$ cat src/rtl/rx_uart_cfg.sv
// Configurable UART receiver (5..9 data bits, optional parity, 1/2 stop bits)
// feeding a first-word-fall-through FIFO with per-word error flags.
module rx_uart_cfg #(
  parameter int DATA_BITS   = 8,
  parameter int PARITY      = 0,
  parameter int STOP_BITS   = 1,
  parameter int LOG2_DEPTH  = 4,
  parameter int SYNC_STAGES = 2
) (
  input  logic                 clk,
  input  logic                 rstN,
  input  logic                 x16BaudStrobe,
  input  logic                 serialIn,
  input  logic                 read,
  input  logic                 clearOverrun,
  output logic [DATA_BITS-1:0] dataOut,
  output logic                 parityErr,
  output logic                 frameErr,
  output logic                 dataPresent,
  output logic                 halfFull,
  output logic                 full,
  output logic                 overrun,
  output logic                 breakDetect
);

  localparam int DEPTH = 2 ** LOG2_DEPTH;
  localparam int WORD  = DATA_BITS + 2;
  localparam logic [LOG2_DEPTH:0] HALF_CNT = (LOG2_DEPTH + 1)'(DEPTH / 2);
  localparam logic [LOG2_DEPTH:0] FULL_CNT = {1'b1, {LOG2_DEPTH{1'b0}}};
  localparam logic [3:0] LAST_BIT  = 4'(DATA_BITS - 1);
  localparam logic       LAST_STOP = 1'(STOP_BITS - 1);

  localparam logic [2:0] ST_IDLE  = 3'd0;
  localparam logic [2:0] ST_START = 3'd1;
  localparam logic [2:0] ST_DATA  = 3'd2;
  localparam logic [2:0] ST_PAR   = 3'd3;
  localparam logic [2:0] ST_STOP  = 3'd4;
  localparam logic [2:0] ST_BRK   = 3'd5;

  logic [SYNC_STAGES-1:0] syncReg;
  logic                   rxs;
  logic [2:0]             state;
  logic [3:0]             phase;
  logic [3:0]             bitCnt;
  logic                   stopCnt;
  logic [DATA_BITS-1:0]   shiftReg;
  logic                   perr;
  logic                   ferr;
  logic                   parBit;

  logic sampleNow;
  logic ferrNext;
  logic lastStop;
  logic isBreak;
  logic push;

  logic [WORD-1:0]       mem [DEPTH];
  logic [WORD-1:0]       head;
  logic [LOG2_DEPTH:0]   wrPtr;
  logic [LOG2_DEPTH:0]   rdPtr;
  logic [LOG2_DEPTH:0]   wrNext;
  logic [LOG2_DEPTH:0]   rdNext;
  logic [LOG2_DEPTH:0]   countNext;
  logic                  fifoEmpty;
  logic                  fifoFull;
  logic                  doRead;
  logic                  doWrite;
  logic                  dropWord;

  always_ff @(posedge clk or negedge rstN) begin
    if (!rstN) syncReg <= '1;
    else       syncReg <= {syncReg[SYNC_STAGES-2:0], serialIn};
  end

  assign rxs = syncReg[SYNC_STAGES-1];

  // Mid-bit sample happens once per 16 strobes in every frame-receiving state.
  assign sampleNow = x16BaudStrobe && (phase == 4'd7) &&
                     (state != ST_IDLE) && (state != ST_BRK);
  assign ferrNext  = ferr | ~rxs;
  assign lastStop  = sampleNow && (state == ST_STOP) && (stopCnt == LAST_STOP);
  assign isBreak   = (shiftReg == '0) && ((PARITY == 0) || !parBit) && ferrNext;
  assign push      = lastStop && !isBreak;

  always_ff @(posedge clk or negedge rstN) begin
    if (!rstN) begin
      state       <= ST_IDLE;
      phase       <= 4'd0;
      bitCnt      <= 4'd0;
      stopCnt     <= 1'b0;
      shiftReg    <= '0;
      perr        <= 1'b0;
      ferr        <= 1'b0;
      parBit      <= 1'b0;
      breakDetect <= 1'b0;
    end else begin
      breakDetect <= 1'b0;
      if (x16BaudStrobe && state != ST_IDLE) phase <= phase + 4'd1;
      case (state)
        ST_IDLE: if (x16BaudStrobe && !rxs) begin
          phase <= 4'd0;
          state <= ST_START;
        end
        ST_START: if (sampleNow) begin
          if (rxs) begin
            state <= ST_IDLE;
          end else begin
            state   <= ST_DATA;
            bitCnt  <= 4'd0;
            stopCnt <= 1'b0;
            perr    <= 1'b0;
            ferr    <= 1'b0;
            parBit  <= 1'b0;
          end
        end
        ST_DATA: if (sampleNow) begin
          shiftReg <= {rxs, shiftReg[DATA_BITS-1:1]};
          bitCnt   <= bitCnt + 4'd1;
          if (bitCnt == LAST_BIT) state <= (PARITY != 0) ? ST_PAR : ST_STOP;
        end
        ST_PAR: if (sampleNow) begin
          parBit <= rxs;
          perr   <= ((^shiftReg) ^ rxs) != (PARITY == 1);
          state  <= ST_STOP;
        end
        ST_STOP: if (sampleNow) begin
          ferr    <= ferrNext;
          stopCnt <= stopCnt + 1'b1;
          // Leaving from mid-stop lets the next start edge resync the bit timing.
          if (lastStop) begin
            if (isBreak) begin
              breakDetect <= 1'b1;
              state       <= ST_BRK;
            end else begin
              state <= ST_IDLE;
            end
          end
        end
        ST_BRK: if (x16BaudStrobe && rxs) state <= ST_IDLE;
        default: state <= ST_IDLE;
      endcase
    end
  end

  assign fifoEmpty = (wrPtr == rdPtr);
  assign fifoFull  = ((wrPtr ^ rdPtr) == FULL_CNT);
  assign doRead    = read && !fifoEmpty;
  assign doWrite   = push && (!fifoFull || doRead);
  assign dropWord  = push && fifoFull && !doRead;
  assign wrNext    = wrPtr + {{LOG2_DEPTH{1'b0}}, doWrite};
  assign rdNext    = rdPtr + {{LOG2_DEPTH{1'b0}}, doRead};
  assign countNext = wrNext - rdNext;

  always_ff @(posedge clk or negedge rstN) begin
    if (!rstN) begin
      wrPtr    <= '0;
      rdPtr    <= '0;
      halfFull <= 1'b0;
      full     <= 1'b0;
      overrun  <= 1'b0;
    end else begin
      wrPtr    <= wrNext;
      rdPtr    <= rdNext;
      halfFull <= (countNext >= HALF_CNT);
      full     <= (countNext == FULL_CNT);
      if (dropWord)          overrun <= 1'b1;
      else if (clearOverrun) overrun <= 1'b0;
    end
  end

  always_ff @(posedge clk) begin
    if (doWrite) mem[wrPtr[LOG2_DEPTH-1:0]] <= {ferrNext, perr, shiftReg};
  end

  // Head is gated so an empty FIFO (including right after reset) reads as zero.
  assign head        = mem[rdPtr[LOG2_DEPTH-1:0]];
  assign dataPresent = !fifoEmpty;
  assign dataOut     = dataPresent ? head[DATA_BITS-1:0] : '0;
  assign parityErr   = dataPresent & head[DATA_BITS];
  assign frameErr    = dataPresent & head[DATA_BITS+1];

endmodule
$ cat config.mk
export PLATFORM = sky130hd
export DESIGN_NAME = rx_uart_cfg
export DESIGN_NICKNAME = d
export VERILOG_FILES = /design/src/rtl/rx_uart_cfg.sv
export SDC_FILE = /design/constraint.sdc
export NUM_CORES = 1
export LEC_CHECK = 0
export BUFFER_PORTS_ARGS = -buffer_cell sky130_fd_sc_hd__buf_2
export CAP_MARGIN = 10
export CORE_MARGIN = 5
export CORE_UTILIZATION = 55
export CTS_CLUSTER_SIZE = 10
export DETAILED_ROUTE_END_ITERATION = 16
export PLACE_DENSITY = 0.74
export SYNTH_ARGS = -nofsm -noshare
export SYNTH_HDL_FRONTEND = slang
export SYNTH_SLANG_ARGS = --single-unit
$ cat constraint.sdc
create_clock -name clk -period 3.35 [get_ports clk]
set_clock_uncertainty 0.2 [all_clocks]
set_input_delay 0.67 -clock clk [delete_from_list [all_inputs] [get_ports clk]]
set_output_delay 0.67 -clock clk [all_outputs]
set_load 0.05 [all_outputs]
==> metrics.yaml <==
cts_made_buffers: 17
cts_root_buf: "clkbuf_16"
synth-seq-cells: 198
antenna_found_initial: 0
power_uw: 6790
vdd.ir_drop.worst_uv: 406
rows: 44
p_comb_frac: 0.278
track_usage: 0.193
drt_iter0_drc: 432
synth.most_common_cell: "edfxtp_1"
grt_pass1_vias: 4490
port_buffers: 20
chipWidth_um: 132
async_reset_ff_frac: 0.192
rsz0062_at_grt: "no"
place_area_um2: 8830
worst_pin_slew_ns: 0.838
fin_crit_sh: 0.964
worstSetupPathType: "reg -> out"
gp_congestion: 0.775
synthCells: 472
synthFlopType: "edfxtp_1"
hold_buffers: 0
drc: 0
cts_max_path_buffers: 2
synth_cell_types: 50
fp.dieH_um: 132
clkPwrFrac: 0.304
gr-total-overflow: 0
wirelength_um: 16200
cp-end-kind: "output pin"
worstPathArrival_ns: 2.36
synth_commonest_cells: "edfxtp_1, mux4_2, dfrtp_1, inv_1, a22oi_1"
syn_area_um2: 8250
die_area_um2: 17500
yosys_warnings: 0
finalHoldWorstSlack_ns: 0.143
power_leakage_uw: 0.00342
via_per_inst: 6.02
stdcell_area_um2: 9470
synthTopCellsByArea: "edfxtp_1, dfrtp_1, mux4_2"
cp.required_ns: 2.48
nFillCells: 974
coreArea_um2: 14600
drtAntennaViolNets: 0
max_cap_violations: 0
synth_enable_flop_cells: 160
dr.pass1.iters: 4
min_period_ns: 3.23
start_kind: "flop"
timing.slew.headroom: 0.442
cts_sinks: 198
clk-insertion-delay-late_ns: 0.42
io_pins: 21
cts_max_level: 4
p_sw_uw: 2100
clk_pin_slew_ns: 0.06
cts_setup_buffers: 0
diodes: 0
dr_total_vias: 4358
hold_viol: 0
area_delta_synth_final_pct: 14.9
netSwitchingFraction: 0.309
final_cells: 724
totalNegativeSetupSlack_ns: 0
hp-class: "in -> reg"
yosys.area.top_type: "edfxtp_1"
final_max_slew_viol_count: 0
fmax_mhz: 310
dp.cells: 691
fin_nets: 547
setup-violations-final: 0
synthDominantCellAreaShare: 0.583
grt_max_degree: 43
seq_area_frac_synth: 0.698
grt_pass1_wl_um: 25600
seqPwrFrac: 0.417
status: "completed"
avgSynthCellArea_um2: 17.5
intPower_uw: 4690
routedWlPerCell_um: 22.4
hpwl_um: 10300
powerDensity_nw_per_um2: 717
cts_tree: "yes"
crit_path_max_fanout: 21
initial_utilization: 0.563
drive_gt1_frac: 0.285
syn_nets: 492
==> cells in the final DEF, fill, tap and decap left out, types with 3 or more instances in the layout <==
cell	n
edfxtp_1	160
mux4_2	40
buf_4	38
dfrtp_1	35
inv_1	22
a22oi_1	20
buf_2	20
nand2_1	18
clkbuf_16	18
a21oi_1	17
xnor2_1	16
o21ai_0	13
nor3_1	13
ha_1	11
nand3_1	8
nand2b_1	7
nor2_1	6
a22o_1	5
nor2b_1	4
nor4b_2	4
clkinv_2	4
nand4_1	3
xor2_1	3
nor4_2	3
a31oi_1	3
nor3b_1	3
clkbuf_8	3
bufinv_16	3
clkbuf_1	3
==> power by group through the flow <==
stage,Sequential (uW),Clock [uW],Combinational (uW)
global route,2840,2200,2040
floorplan,2860,0,1410
global placement,2860,0,1830
finish,2830,2070,1890
detailed placement,2870,0,1860
CTS,2820,2100,1860
==> final timing paths <==
path                             from         end  slack [ns]  depth (start not counted)
setup / recovery             rdPtr[0]  dataOut[4]        0.12                          5
hold / removal               serialIn  syncReg[0]        0.14                          1
setup reg to reg             wrPtr[0]        full        0.21                         13
hold reg to reg            syncReg[0]  syncReg[1]        0.16                          0
max in group asynchronous        rstN    rdPtr[0]        2.22                          1
min in group asynchronous        rstN   bitCnt[0]        0.15                          1
==> registers in the layout, summed over array words and instances (netlist names) <==
| name | flops |
|---|---|
| mem | 160 |
| ferr | 1 |
| shiftReg | 8 |
| halfFull | 1 |
| rdPtr | 5 |
| full | 1 |
| breakDetect | 1 |
| perr | 1 |
| overrun | 1 |
| phase | 4 |
| syncReg | 2 |
| wrPtr | 5 |
| state | 3 |
| bitCnt | 4 |
| stopCnt | 1 |
==> timing repair <==
action | in CTS | in global routing
hold endpoints to repair | 0 | 0
endpoints found under the setup margin | 0 | 5
resized for setup | 0 | 2
==> critical path, cell delays in order (launching register included) <==
cell	delay, ns
dfrtp_2	0.47
buf_16	0.23
mux4_2	0.52
a22oi_1	0.31
a21oi_1	0.15
buf_2	0.23
==> through the flow <==
stage	util	setup WS, ns
CTS	0.644	0.0262
finish	0.647	0.120
global placement	0.603	0.178
floorplan	-	0.0545
global route	0.647	0.0345
detailed placement	0.603	0.0940
==> layout make-up <==
class	count	area, um^2	area share
Clock buffer	23	478	0.0505
Clock inverter	9	126	0.0133
Inverter	22	82.6	0.00872
Multi-Input combinational cell	227	2340	0.248
Sequential cell	198	5760	0.608
Tap cell	184	230	0.0243
Timing Repair Buffer	61	449	0.0474
==> per-layer routing <==
metal | vias up | track usage | part of all wire | routed length [um]
li1 | 1967 | - | - | -
met1 | 2224 | 0.279 | 0.43 | 6990
met2 | 152 | 0.303 | 0.49 | 7990
met3 | 15 | 0.0387 | 0.066 | 1060
met4 | 0 | 0.0589 | 0.011 | 186
met5 | - | 0 | 0 | 0
==> cells by family (layout without fill, tap and decap cells) <==
group,after synthesis,after routing,share of synthesized area
DFF,198,198,0.698
and+or+nand+nor,82,82,0.0643
AOI/OAI and AO/OA,68,68,0.0534
buffers and inverters,47,115,0.0259
muxes,42,42,0.112
xor gates and xnor gates,21,21,0.0249
adders and majority gates,14,14,0.0212
(Power assumes the default switching activity.)
